**src/rtl/pipe_stage_buf.sv**
```systemverilog
// Valid/ready pipeline stage buffer with a one-entry skid register, flush and halt tracking.
// in_ready is derived only from registered state, never from out_ready.
module pipe_stage_buf #(
  parameter int unsigned          WIDTH     = 32,
  parameter logic [WIDTH-1:0]     RESET_VAL = '0
) (
  input  logic             CLK,
  input  logic             nRST,
  input  logic             in_valid,
  output logic             in_ready,
  input  logic [WIDTH-1:0] in_data,
  input  logic             in_halt,
  input  logic             flush,
  output logic             out_valid,
  input  logic             out_ready,
  output logic [WIDTH-1:0] out_data,
  output logic             out_halt,
  output logic             halted,
  output logic [1:0]       occupancy
);

  // Encoding is {main_valid, skid_valid}; 2'b01 is unreachable.
  typedef enum logic [1:0] {
    EMPTY = 2'b00,
    ONE   = 2'b10,
    TWO   = 2'b11
  } state_t;

  state_t           state, state_n;
  logic [WIDTH-1:0] main_data, main_data_n;
  logic [WIDTH-1:0] skid_data, skid_data_n;
  logic             main_halt, main_halt_n;
  logic             skid_halt, skid_halt_n;
  logic             halt_lock, halt_lock_n;
  logic             halted_q, halted_n;
  logic             acc, fire;

  assign in_ready  = !state[0] && !halt_lock;
  assign out_valid = state[1];
  assign out_data  = main_data;
  assign out_halt  = main_halt;
  assign halted    = halted_q;
  assign occupancy = {1'b0, state[1]} + {1'b0, state[0]};

  assign acc  = in_valid && in_ready;
  assign fire = out_valid && out_ready;

  always_comb begin
    state_n     = state;
    main_data_n = main_data;
    main_halt_n = main_halt;
    skid_data_n = skid_data;
    skid_halt_n = skid_halt;
    halt_lock_n = halt_lock;
    halted_n    = halted_q;
    if (flush) begin
      state_n     = EMPTY;
      main_data_n = RESET_VAL;
      main_halt_n = 1'b0;
      skid_data_n = RESET_VAL;
      skid_halt_n = 1'b0;
      // Once a halt has retired the core stays stopped, even across a squash.
      halt_lock_n = halted_q;
    end else begin
      if (acc && in_halt)    halt_lock_n = 1'b1;
      if (fire && main_halt) halted_n    = 1'b1;
      case (state)
        EMPTY: begin
          if (acc) begin
            state_n     = ONE;
            main_data_n = in_data;
            main_halt_n = in_halt;
          end
        end
        ONE: begin
          if (acc && fire) begin
            main_data_n = in_data;
            main_halt_n = in_halt;
          end else if (acc) begin
            state_n     = TWO;
            skid_data_n = in_data;
            skid_halt_n = in_halt;
          end else if (fire) begin
            state_n = EMPTY;
          end
        end
        TWO: begin
          if (fire) begin
            state_n     = ONE;
            main_data_n = skid_data;
            main_halt_n = skid_halt;
          end
        end
        default: state_n = EMPTY;
      endcase
    end
  end

  always_ff @(posedge CLK) begin
    if (!nRST) begin
      state     <= EMPTY;
      main_data <= RESET_VAL;
      main_halt <= 1'b0;
      skid_data <= RESET_VAL;
      skid_halt <= 1'b0;
      halt_lock <= 1'b0;
      halted_q  <= 1'b0;
    end else begin
      state     <= state_n;
      main_data <= main_data_n;
      main_halt <= main_halt_n;
      skid_data <= skid_data_n;
      skid_halt <= skid_halt_n;
      halt_lock <= halt_lock_n;
      halted_q  <= halted_n;
    end
  end

endmodule

```
**config.mk**
```make
export PLATFORM = sky130hd
export DESIGN_NAME = pipe_stage_buf
export DESIGN_NICKNAME = d
export VERILOG_FILES = /design/src/rtl/pipe_stage_buf.sv
export SDC_FILE = /design/constraint.sdc
export NUM_CORES = 1
export LEC_CHECK = 0
export CAP_MARGIN = 10
export CORE_ASPECT_RATIO = 0.6
export CORE_MARGIN = 2
export CORE_UTILIZATION = 44
export DETAILED_ROUTE_END_ITERATION = 10
export PLACE_DENSITY = 0.76
export SYNTH_ARGS = -nofsm -noshare
export SYNTH_HDL_FRONTEND = slang
export SYNTH_SLANG_ARGS = --single-unit
```
**constraint.sdc**
```tcl
create_clock -name CLK -period 2.1 [get_ports CLK]
set_input_delay 0.63 -clock CLK [delete_from_list [all_inputs] [get_ports CLK]]
set_output_delay 0.63 -clock CLK [all_outputs]
set_load 0.005 [all_outputs]
```
==> impl_metrics.ini <==
[global_route]
top_usage_layer = met2
gr-usage-met1 = 0.323
grt_pass1_vias = 2456
grt_max_degree = 37
global_route.usage.met3 = 0.0550
antenna_found_initial = 0
grt_usage = 0.229
use_met2 = 0.349
grt_first_pass_wirelength_um = 12700
grt.overflow.total = 0

[sta]
tightest_slew_ns = 0.621
fin_crit_sh = 0.975
clock.fmax_mhz = 488
hold_viol = 0
whs_ns = 0.455
maxSlewHeadroom = 0.586
setup_viol = 0
final_max_slew_viol_count = 0
finalSetupTns_ns = 0
worst_slack_ns = 0.0520
finalClockSkew_ns = 0.0123
layout_min_cycle_time_ns = 2.05

[logic_synthesis]
syn-num-nets = 372
yosysWarnings = 0
synth.top_cells.by_area = dfxtp_1 (47%), a21oi_1 (11%), mux2i_1 (11%)
synthCells = 330
yosysTopAreaCell = dfxtp_1
yosysSeqAreaShare = 0.473
synth_top_area_frac = 0.473
synth_cell_type_count = 28
avgSynthCellArea_um2 = 8.98
synth_area_mm2 = 0.00296
yosys_register_bits = 70

[critical_path]
r2r.worst_path.cells = 8
start_kind = register
crit_arrival_ns = 1.42
path_class = reg2out
cp_max_fo = 3
rr_endpoint = out_data[21]
rr_startpoint = state[0]
crit_path_end_kind = output port
ff2ff_setup_slack_ns = 0.07
crit_required_ns = 1.47

[detailed_routing]
first_iter_violations = 143
drt-pass1-iter-count = 4
wirelength_um = 8210
drc = 0
vias = 2722
ant_nets = 0
routedWlPerCell_um = 16.3
viasPerCell = 5.39

[cts]
ctsHoldBuffers = 0
clockRootBuffer = clkbuf_8
cts.sinks = 70
clock_latency_ns = 0.35
clk_pin_slew_ns = 0.08
cts_made_buffers = 9
cts.htree.levels = 3
cts_max_path_buffers = 2
cts_tree = done

[die]
num_io_pins = 76
dieHeight_um = 67.6
fp.dieW_um = 110
initial_utilization = 0.450
num_rows = 23
core_region_area_mm2 = 0.00659
dieArea_mm2 = 0.00743

[placement]
gp_congestion = 0.866
io_buffers = 75
place_hpwl_um = 4900
pre_cts_slack_ns = -0.623

[pwr]
p_clk_frac = 0.362
switchingPower_uw = 853
power.internal_uw = 2490
powerDensity_mw_per_mm2 = 772
leakage_uw = 0.00147
peakVddDrop_uv = 381
seqPwrFrac = 0.425
swShare = 0.255
power_frac_comb = 0.213

[final_layout]
nNetsFinal = 455
areaGrowthSynthToFinish_pct = 46.0
insertedDiodeCount = 0
drive_gt1_frac = 0.136
fin_util = 0.657

[worst_hold_path]
worstHoldPathType = reg2reg
worstHoldStart = skid_data[31]
whs_endpoint = skid_data[31]
holdPathStages = 2

[run]
max_cap_viol_count = 0

[outcome]
status = finished clean
==> cell usage in the layout (no fill, tap or decap), drive strengths merged, types with 3 or more instances in the layout <==
cell type	synthesis	final
a211oi	33	33
a21oi	68	68
buf	16	25
clkbuf	13	11
clkdlybuf4s50	0	71
clkinv	0	3
dfxtp	70	70
ha	4	4
inv	4	4
mux2i	34	34
nand2	70	70
o21ai	3	3
==> timing repair <==
item	CTS	global route
endpoints found under the setup margin	36	22
gates resized for setup	12	12
cloned	4	0
pin swaps	2	3
buffers inserted	5	3
==> layout make-up <==
type                    instances  area [um^2]
flip-flops and latches         70         1400
inverters                       4         15.0
clock buffers                  11          141
multi-input cells             227         1430
repair buffers                101         1150
clock inverters                 5         82.6
well taps                      87          109
fillers                       521         2260
==> registers in the layout (all words and copies together) (netlist names) <==
signal and flops:
halt_lock 1, halted 1, state 2, out_halt 1
out_data 32, skid_data 32, skid_halt 1
==> worst max-delay path by stage <==
stage | cells past startpoint | end | slack (ns) | start
final | 4 | occupancy[0] | 0.05 | state[1]
after global routing | 8 | out_data[7] | -0.007 | state[0]
after CTS | 3 | in_ready | 0.03 | state[0]
after detailed placement | 6 | out_data[9] | -0.62 | in_valid
after global placement | 6 | out_data[21] | -0.52 | in_valid
after floorplan | 7 | out_data[25] | 0.05 | in_valid
==> logic make-up (layout without fill, tap and decap cells) <==
| family | count (synthesis) | in the layout | share of synthesized area |
|---|---|---|---|
| buf+inv | 33 | 121 | 0.0642 |
| flops | 70 | 70 | 0.473 |
| simple gates | 79 | 79 | 0.108 |
| mux | 34 | 34 | 0.115 |
| xor+xnor | 1 | 1 | 0.00296 |
| compound gates | 109 | 109 | 0.220 |
| fa+ha+maj | 4 | 4 | 0.0169 |
==> critical path: stages (launching register included) <==
cell,delay (ns)
dfxtp_2,0.33
buf_4,0.13
inv_1,0.12
ha_4,0.23
dlygate4sd2_1,0.26
==> layer usage <==
layer | routed length, um | vias up | part of all wire
li1 | - | 1332 | -
met1 | 3860 | 1286 | 0.47
met2 | 3750 | 94 | 0.46
met3 | 544 | 10 | 0.066
met4 | 63 | 0 | 0.0077
met5 | 0 | - | 0
==> power groups by stage <==
stage	clock network (uW)	logic, uW	registers (uW)
6_report	1210	713	1420
5_1_grt	1290	762	1420
4_1_cts	1230	677	1420
3_5_place_dp	0	533	1450
3_3_place_gp	0	518	1450
2_1_floorplan	0	286	1440
==> synthesized netlist by cell type (all sizes together) <==
library cell  number
and3               1
nor2               1
o21a               1
a211oi            33
a211o              1
inv                4
o21ai              3
a22oi              1
a21oi             68
or3b               1
xnor2              1
nand2             70
nor3b              2
nor3               1
nand3              1
a222oi             1
dfxtp             70
a32o               1
clkbuf            13
and2               1
nor2b              1
buf               16
mux2i             34
ha                 4
==> metrics by stage <==
stage	std cells	cell area, um^2	total power (uW)
finish	505	4330	3340
global route	505	4330	3470
CTS	503	4270	3330
detailed placement	478	3840	1980
global placement	478	3840	1970
floorplan	330	2960	1730
Power figures use the tool's default switching activity.
